===== src/rtl/muldiv_ctrl_pkg.sv =====
// Shared encodings and small helpers for the iterative multiply/divide sequencer.
package muldiv_ctrl_pkg;

  typedef enum logic [1:0] {
    OP_MULT  = 2'b00,
    OP_MULTU = 2'b01,
    OP_DIV   = 2'b10,
    OP_DIVU  = 2'b11
  } op_e;

  typedef enum logic [1:0] {
    S_IDLE = 2'b00,
    S_RUN  = 2'b01,
    S_FIX  = 2'b10,
    S_WB   = 2'b11
  } state_e;

  // Quotient reported for any divide by zero.
  localparam logic [31:0] DIV0_QUOT = 32'hFFFF_FFFF;

  function automatic logic is_div_op(input op_e o);
    return (o == OP_DIV) || (o == OP_DIVU);
  endfunction

  function automatic logic is_signed_op(input op_e o);
    return (o == OP_MULT) || (o == OP_DIV);
  endfunction

endpackage


===== src/rtl/muldiv_step.sv =====
// One iteration of the shared datapath: shift-add multiply or restoring divide.
// hi/lo hold {accumulator, multiplier} for a product, {remainder, dividend/quotient} for a divide.
module muldiv_step #(
  parameter int WIDTH = 32
) (
  input  logic             is_div_i,
  input  logic [WIDTH-1:0] hi_i,
  input  logic [WIDTH-1:0] lo_i,
  input  logic [WIDTH-1:0] b_i,
  output logic [WIDTH-1:0] hi_o,
  output logic [WIDTH-1:0] lo_o
);

  logic [WIDTH:0] sum;
  logic [WIDTH:0] shifted;
  logic [WIDTH:0] diff;

  // Compute both candidate updates and pick the one matching the operation.
  // NOTE: every output gets a value on every path of this always_comb, so no latch is inferred.
  always_comb begin
    sum     = {1'b0, hi_i} + (lo_i[0] ? {1'b0, b_i} : '0);
    shifted = {hi_i, lo_i[WIDTH-1]};
    diff    = shifted - {1'b0, b_i};
    if (is_div_i) begin
      if (!diff[WIDTH]) begin
        hi_o = diff[WIDTH-1:0];
        lo_o = {lo_i[WIDTH-2:0], 1'b1};
      end else begin
        hi_o = shifted[WIDTH-1:0];
        lo_o = {lo_i[WIDTH-2:0], 1'b0};
      end
    end else begin
      // Add-or-skip, then shift the 65-bit {carry, hi, lo} right by one.
      hi_o = sum[WIDTH:1];
      lo_o = {sum[0], lo_i[WIDTH-1:1]};
    end
  end

endmodule


===== src/rtl/muldiv_ctrl.sv =====
// Multiply/divide sequencer: latch operands, 32 iterations, sign fix-up, one-cycle Lo/Hi write.
module muldiv_ctrl
  import muldiv_ctrl_pkg::*;
#(
  parameter int WIDTH = 32,
  parameter int CNT_W = 5
) (
  input  logic               clk,
  input  logic               rst_n,
  input  logic               start,
  input  logic [1:0]         op,
  input  logic [WIDTH-1:0]   rs,
  input  logic [WIDTH-1:0]   rt,
  input  logic               flush,
  input  logic               rd_req,
  output logic               busy,
  output logic               stall,
  output logic               wen,
  output logic               is_mult,
  output logic [2*WIDTH-1:0] p
);

  state_e               state_q, state_d;
  logic [CNT_W-1:0]     cnt_q, cnt_d;
  op_e                  op_q, op_d;
  logic [WIDTH-1:0]     b_q, b_d;
  logic [WIDTH-1:0]     hi_q, hi_d;
  logic [WIDTH-1:0]     lo_q, lo_d;
  logic                 neg_q_q, neg_q_d;   // product / quotient negative
  logic                 neg_r_q, neg_r_d;   // remainder negative
  logic [2*WIDTH-1:0]   p_q, p_d;
  logic                 is_mult_q, is_mult_d;

  logic [WIDTH-1:0]     step_hi, step_lo;
  op_e                  in_op;
  logic                 in_sa, in_sb;
  logic [WIDTH-1:0]     a_abs, b_abs;
  logic [2*WIDTH-1:0]   prod_fix;
  logic [WIDTH-1:0]     q_fix, r_fix;

  muldiv_step #(.WIDTH(WIDTH)) u_step (
    .is_div_i (is_div_op(op_q)),
    .hi_i     (hi_q),
    .lo_i     (lo_q),
    .b_i      (b_q),
    .hi_o     (step_hi),
    .lo_o     (step_lo)
  );

  // Operand magnitudes and signs for the op arriving from EX.
  assign in_op = op_e'(op);
  assign in_sa = is_signed_op(in_op) & rs[WIDTH-1];
  assign in_sb = is_signed_op(in_op) & rt[WIDTH-1];
  assign a_abs = in_sa ? -rs : rs;
  assign b_abs = in_sb ? -rt : rt;

  // Sign fix-up candidates applied in FIX.
  assign prod_fix = neg_q_q ? -{hi_q, lo_q} : {hi_q, lo_q};
  assign q_fix    = neg_q_q ? -lo_q : lo_q;
  assign r_fix    = neg_r_q ? -hi_q : hi_q;

  // Status and write-port outputs; the result is forwarded straight from hi/lo during WB.
  assign busy    = (state_q != S_IDLE);
  assign stall   = busy & (start | rd_req);
  assign wen     = (state_q == S_WB) & ~flush;
  assign p       = wen ? {hi_q, lo_q} : p_q;
  assign is_mult = wen ? ~is_div_op(op_q) : is_mult_q;

  // Next-state and datapath update for the sequencer.
  always_comb begin
    state_d   = state_q;
    cnt_d     = cnt_q;
    op_d      = op_q;
    b_d       = b_q;
    hi_d      = hi_q;
    lo_d      = lo_q;
    neg_q_d   = neg_q_q;
    neg_r_d   = neg_r_q;
    p_d       = p_q;
    is_mult_d = is_mult_q;

    unique case (state_q)
      S_IDLE: begin
        if (start && !flush) begin
          op_d    = in_op;
          hi_d    = '0;
          neg_q_d = in_sa ^ in_sb;
          neg_r_d = in_sa;
          cnt_d   = '0;
          state_d = S_RUN;
          if (is_div_op(in_op)) begin
            b_d  = b_abs;   // divisor
            lo_d = a_abs;   // dividend, shifted out as quotient shifts in
          end else begin
            b_d  = a_abs;   // multiplicand
            lo_d = b_abs;   // multiplier, consumed LSB first
          end
        end
      end
      S_RUN: begin
        hi_d  = step_hi;
        lo_d  = step_lo;
        cnt_d = cnt_q + 1'b1;
        if (cnt_q == CNT_W'(WIDTH - 1)) state_d = S_FIX;
      end
      S_FIX: begin
        state_d = S_WB;
        if (!is_div_op(op_q)) begin
          {hi_d, lo_d} = prod_fix;
        end else if (b_q == '0) begin
          // Divide by zero leaves |rs| in the remainder; restoring its sign yields the original rs.
          hi_d = r_fix;
          lo_d = DIV0_QUOT;
        end else begin
          hi_d = r_fix;
          lo_d = q_fix;
        end
      end
      S_WB: begin
        state_d = S_IDLE;
        if (!flush) begin
          p_d       = {hi_q, lo_q};
          is_mult_d = ~is_div_op(op_q);
        end
      end
      default: state_d = S_IDLE;
    endcase

    if (flush && (state_q != S_IDLE)) begin
      state_d = S_IDLE;
      cnt_d   = '0;
    end
  end

  // State, counter and datapath registers.
  // NOTE: datapath registers are reset along with the FSM so p and is_mult read 0 after reset.
  always_ff @(posedge clk or negedge rst_n) begin
    if (!rst_n) begin
      state_q   <= S_IDLE;
      cnt_q     <= '0;
      op_q      <= OP_MULT;
      b_q       <= '0;
      hi_q      <= '0;
      lo_q      <= '0;
      neg_q_q   <= 1'b0;
      neg_r_q   <= 1'b0;
      p_q       <= '0;
      is_mult_q <= 1'b0;
    end else begin
      // NOTE: non-blocking assignments so every register samples pre-edge values.
      state_q   <= state_d;
      cnt_q     <= cnt_d;
      op_q      <= op_d;
      b_q       <= b_d;
      hi_q      <= hi_d;
      lo_q      <= lo_d;
      neg_q_q   <= neg_q_d;
      neg_r_q   <= neg_r_d;
      p_q       <= p_d;
      is_mult_q <= is_mult_d;
    end
  end

endmodule

===== config.mk =====
export PLATFORM = sky130hd
export DESIGN_NAME = muldiv_ctrl
export DESIGN_NICKNAME = d
export VERILOG_FILES = /design/src/rtl/muldiv_ctrl_pkg.sv /design/src/rtl/muldiv_step.sv /design/src/rtl/muldiv_ctrl.sv
export SDC_FILE = /design/constraint.sdc
export NUM_CORES = 1
export LEC_CHECK = 0
export CAP_MARGIN = 0
export CORE_MARGIN = 1
export CORE_UTILIZATION = 50
export DETAILED_ROUTE_END_ITERATION = 10
export PLACE_DENSITY = 0.71
export SETUP_SLACK_MARGIN = 0.4
export SLEW_MARGIN = 20
export SYNTH_ARGS = -nofsm -noshare
export SYNTH_HDL_FRONTEND = slang
export SYNTH_SLANG_ARGS = --single-unit

===== constraint.sdc =====
create_clock -name clk -period 9.91 [get_ports clk]
set_clock_uncertainty 0.2 [all_clocks]
set_input_delay 0.991 -clock clk [delete_from_list [all_inputs] [get_ports clk]]
set_output_delay 0.991 -clock clk [all_outputs]
set_load 0.05 [all_outputs]

; ---- After elaboration in Yosys (flattened, before gate mapping)
; Cells that the tools add are included.
[word_totals]
ff_bits = 172
latch_bits = 0
ramBits = 0
rom_bits = 0
in_bits = 71
output_inout_bits = 68
elab_cells = 86
memories = 0
[classes]
n_addsub = 8
multipliers = 0
n_div = 0
order_cmp = 0
eq_ne = 14
n_shift = 0
n_mux = 28
bitwise_logic = 8
reduce_logical = 18
[ops]
columns = cell, n
row1 = 32-bit 2-to-1 mux, 15
row2 = 32-bit case mux with 3 select lines, 2
row3 = 64-bit 2-to-1 mux, 2
row4 = 32-bit negation, 4
row5 = 64-bit negation, 1
row6 = 32-bit by 33-bit adder with 33-bit output, 1
row7 = 33-bit by 32-bit subtractor with 33-bit output, 1
row8 = 32-bit logical NOT, 1
row9 = "2-bit == test, second input constant", 6
row10 = "3-bit inequality test, second input constant", 4
row11 = 5-bit 2-to-1 mux, 2
row12 = 5-bit case mux with 2 select lines, 1
row13 = 2-bit case mux with 4 select lines, 1
row14 = 2-bit AND reduction, 4
row15 = 4-bit AND reduction, 2
row16 = 2-bit 2-to-1 mux, 3
row17 = 3-bit nonzero test, 2
row18 = "5-bit by 1-bit adder with 5-bit output, second input constant", 1
row19 = "5-bit == test, second input constant", 1
row20 = 1-bit bitwise AND, 4
row21 = 2-bit logical NOT, 2
row22 = 1-bit logical OR, 3
row23 = "3-bit by 2-bit inequality test with 1-bit output, second input constant", 1
row24 = "2-bit by 1-bit == test with 1-bit output, second input constant", 1
row25 = other kinds (8), 11

; ---- Depth between registers and ports, before layout
[logic_depth]
ltp_word = 7
ltp_mapped = 15
depth_no_buf = 13

; ---- By module
; A second synthesis with hierarchy kept.
[unflattened]
cells_unflattened = 1876
area_unflattened_um2 = 15698.8
[by_module_without_submodules]
columns = mod, instances, cells_per_inst, area_per_inst_um2, seq_area_each_um2
row1 = muldiv_ctrl, 1, 1213, 11108.2, 4279.1
row2 = muldiv_step, 1, 663, 4590.7, 0.0

; ---- Worst setup path after synthesis
; OpenSTA, ideal clock, no wires.
[synth_path]
path_type = reg-to-reg
start = register lo_q[31]
end = register hi_q[19]
setup_ns = 0.140
arrival_time_ns = 3.874
t_required_ns = 9.570
slack_ns = 5.696
path_stages_with_launch = 15
path_buffers = 2
period_less_slack_ns = 4.214
path_cell_list = dfrtp_1 inv_1 ha_1 fa_1 nor2b_1 o31a_1 o41ai_1 o311ai_0 nand4_1 o311a_1 xnor2_1 buf_1 buf_2 mux2i_1 o221ai_1
[synth_between]
elab_chain_len = 4
elab_cells_between_ends = 7
cone_classes = add/sub: 2 / mux: 5
[synth_lines]
columns = element, line
row1 = from (decl), muldiv_ctrl.sv:28  ; logic [WIDTH-1:0] lo_q, lo_d;
row2 = from (signal assigned), muldiv_ctrl.sv:156  ; lo_q <= lo_d;
row3 = 64-bit negation or 33-bit by 32-bit subtractor with 33-bit output (tied branches), "muldiv_ctrl.sv:58, muldiv_step.sv:23"
row4 = 64-bit 2-to-1 mux or 32-bit 2-to-1 mux (tied branches), "muldiv_ctrl.sv:58, muldiv_step.sv:25"
row5 = "32-bit 2-to-1 mux, on equally long branches", "muldiv_ctrl.sv:108, muldiv_step.sv:24"
row6 = 32-bit case mux with 3 select lines *, muldiv_ctrl.sv:82  ; unique case (state_q)
row7 = to (signal assigned), muldiv_ctrl.sv:155  ; hi_q <= hi_d;
row8 = to (decl), muldiv_ctrl.sv:27  ; logic [WIDTH-1:0] hi_q, hi_d;
; Mark *: on every way between the ends. The rest lies on a longest branch, timed or not. The select of a mux whose other input is x is not followed.
; A chain may end at the register's enable or synchronous reset.

; ---- Worst setup path in the final report
[layout_path]
start = input port flush
end = output port p[19]
[layout_between]
elab_chain_len = 3
[layout_lines]
columns = element, line
row1 = from (decl), muldiv_ctrl.sv:14  ; input logic flush,
row2 = 1-bit NOT (no source line), --
row3 = 1-bit bitwise AND, muldiv_ctrl.sv:65  ; assign wen = (state_q == S_WB) & ~flush;
row4 = 64-bit 2-to-1 mux, muldiv_ctrl.sv:66  ; assign p = wen ? {hi_q, lo_q} : p_q;
row5 = to (decl), muldiv_ctrl.sv:20  ; output logic [2*WIDTH-1:0] p
; Every way passes these cells.

==> flow_summary.ini <==
[timing]
period_minus_slack_ns = 5.38
slew_headroom_pct = 24.6
setup_violations = 0
worst_slew_pin_slew_ns = 1.13
hold-worst-slack_ns = 0.251
maxClockFrequency_ghz = 0.186
final-max-slew-violation-count = 0
grt_setup_unrepaired = false
final.period_utilization_pct = 54.3
fin_setup_tns_ns = 0
finalHoldViolations = 0
post-route-worst-setup-slack_ns = 4.53

[detailed_routing]
drc = 0
initialDrtViolationCount = 1230
routed_via_count_divided_by_cell_count = 6.22
pre_antenna_drt_iters = 5
overall_routed_net_length_mm = 46.3
vias = 14300
mean_routed_wirelength_per_cell_um = 20.2
antenna_violating_nets_post_route = 0

[clock_tree]
ctsLongestPathBuffers = 2
tritoncts_clock_tree = built
cts_hold_repair.buffers = 0
cts_num_sinks = 171
post_cts_resized = 0
htree_num_levels = 4
clock_tree.root_cell = clkbuf_16
clk_transition_reported_paths_ns = 0.07
post-cts-setup-buffer-count = 0
worst_skew_pair.late_latency_ns = 0.45
cts_inserted_buffers = 17

[floorplan]
dieHeight_um = 174
placeableCoreArea_um2 = 28900
floorplan.die.width_um = 174
fp-row-count = 62
die_area_um2 = 30300
initial_utilization_pct = 51.1
io-pin-count = 139

[pwr]
swShare_pct = 52.4
comb_power_share_pct = 65.6
clock_power_share_pct = 11.1
internal_power_mw = 2.76
pwr_dens_nw_per_um2 = 343
power.leakage_nw = 7.23
pwr-share-seq_pct = 23.3
sw_pwr_mw = 3.04
worst_ir_drop_vdd_uv = 252
power.total_mw = 5.80

[placement]
port_buffers = 138
cell_area_after_placement_um2 = 16300
placement.setup.worst_slack_ns = 4.53
gp_congestion = 0.951
post-place-cells = 2263
place_hpwl_mm = 34.5

[finish]
area_growth_pct = 14.2
diodes = 0
layout.cells.most_common = o21ai_0
final_area_um2 = 16900
fraction_of_layout_instances_using_a_drive_strength_above_1_pct = 7.33
final_cells = 2295
finalNetCount = 2047
final_core_utilization_pct = 58.4
mostFrequentLayoutCells = o21ai_0 (207), nor2_1 (204), dfrtp_1 (170), a21oi_1 (150), clkdlybuf4s50_1 (136)

[setup_path]
cp.arrival_ns = 4.19
critPathMaxStageDelay_ns = 0.70
timing.rr.start = op_q[1]$_DFFE_PN0P_
crit_path_cell_trace = clkdlybuf4s50_1, inv_1, nand2_1, inv_2, buf_4, mux2_2, clkdlybuf4s50_1
biggest_fanout_along_the_worst_timing_path = 49
startpoint_type = input port
rr_worst_depth = 10
reg2reg_to = lo_q[14]$_DFFE_PN0P_
regToRegSetupSlack_ns = 4.87
cp_slowest_cell = clkdlybuf4s50_1
path_common_cell = clkdlybuf4s50_1
timing_worst_setup_path_type = in2out
timing.critical_path.to_type = output pin
cp_data_required_time_ns = 8.72

[logic_synthesis]
synthesized_netlist_net_count = 1990
post_synth_inst_count = 1842
syn_area_um2 = 14800
yosys_register_bits = 171
seq_area_frac_synth_pct = 28.9
synth_flop_cell = dfrtp_1
yosysUniqueCellTypes = 73
share_of_async_settable_or_async_resettable_flops_after_synthesis_pct = 100
post_synth.cell_area_avg_um2 = 8.03
synth-edff-count = 0
synth-warning-count = 0

[run_status]
run_status = finished, final reports clean

[global_route]
grt_first_pass_wirelength_mm = 73.8
grt_remaining_overflow = 0
via_count_of_the_first_global_routing_pass = 13400
grt_util_all_layers_pct = 30.7
antenna_found_initial = 0
grt_start_max_net_pins = 118

[hold_path]
hold_path_class = in2async

[job]
cap_viol_max_count = 0
[kinds of logic (layout without fill, tap and decap cells)]
group                    Yosys count  count (layout)  synth area share [%]
AO/OA/AOI/OAI                    597             597                  24.8
XOR/XNOR                         138             138                  8.17
adder cells (fa/ha/maj)           77              77                  6.61
buffers and inverters            184             253                  4.81
flip-flops                       171             171                  28.9
multiplexers                     130             130                  9.32
AND/OR/NAND/NOR                  545             545                  17.4
[critical path, delay by kind of cell]
| family | cells | cell delay, ns |
|---|---|---|
| buf+inv | 5 | 2.29 |
| mux | 1 | 0.43 |
| simple gates | 1 | 0.39 |
[flip-flops by register name, summed over array words and instances, names as in the netlist]
signal / cells
hi_q: 32
neg_r_q: 1
b_q: 32
is_mult_q: 1
p_q: 64
neg_q_q: 1
op_q: 1
cnt_q: 5
state_q: 2
lo_q: 32
[worst max-delay path by stage]
stage	startpoint	end	slack [ns]
after floorplan	lo_q[31]$_DFFE_PN0P_	hi_q[19]$_DFFE_PN0P_	5.70
after global placement	flush	p[24]	4.62
after detailed placement	flush	p[19]	4.53
after CTS	flush	p[19]	4.53
after global routing	flush	p[29]	4.37
final	flush	p[19]	4.53
[Yosys cell counts, drive strengths merged, types with 10 or more instances]
cell type  count  area [µm²]
nor4          26         163
nand2b        10        62.6
nor2         204         766
buf           18        88.8
a21o          45         338
and3          11        68.8
nand3         19        95.1
o21ai        208        1040
or3           26         173
a21oi        150         751
xor2          50         438
or4           23         184
nor2b         11        68.8
nor3          42         215
mux2i         68         681
nand2        132         495
dfrtp        171        4280
nand4         11        68.8
mux2          62         698
ha            75         938
o21bai        12        90.1
a31oi         18         113
o211ai        32         240
o31ai         29         218
xnor2         88         771
inv           66         248
o41ai         13         114
clkbuf        98         368
a211oi        20         150
or2           11        68.8
[power by group through the flow]
stage | registers, mW | clock network, mW | logic (mW)
2_1_floorplan | 1.15 | 0 | 2.89
3_3_place_gp | 1.34 | 0 | 3.66
3_5_place_dp | 1.35 | 0 | 3.73
4_1_cts | 1.34 | 0.657 | 3.75
5_1_grt | 1.39 | 0.680 | 4.14
6_report | 1.35 | 0.645 | 3.80
[routing by layer]
metal / track usage (%) / wire, µm / share of wire [%]
met5: 0 / 0 / 0
met4: 11.9 / 1510 / 3.3
met3: 4.99 / 3160 / 6.8
met1: 41.4 / 20400 / 44
met2: 49.3 / 21200 / 46
[final cells by class]
type                       instances  area, µm²
sequential                       171       4280
clock inverter                    12        108
multi-input combinational       1487       9830
inverter                          68        255
fill                            2690      12000
tap                              384        480
timing repair buffer             154       1510
clock buffer                      19        433
No activity file was read; power rests on OpenSTA's default activity.
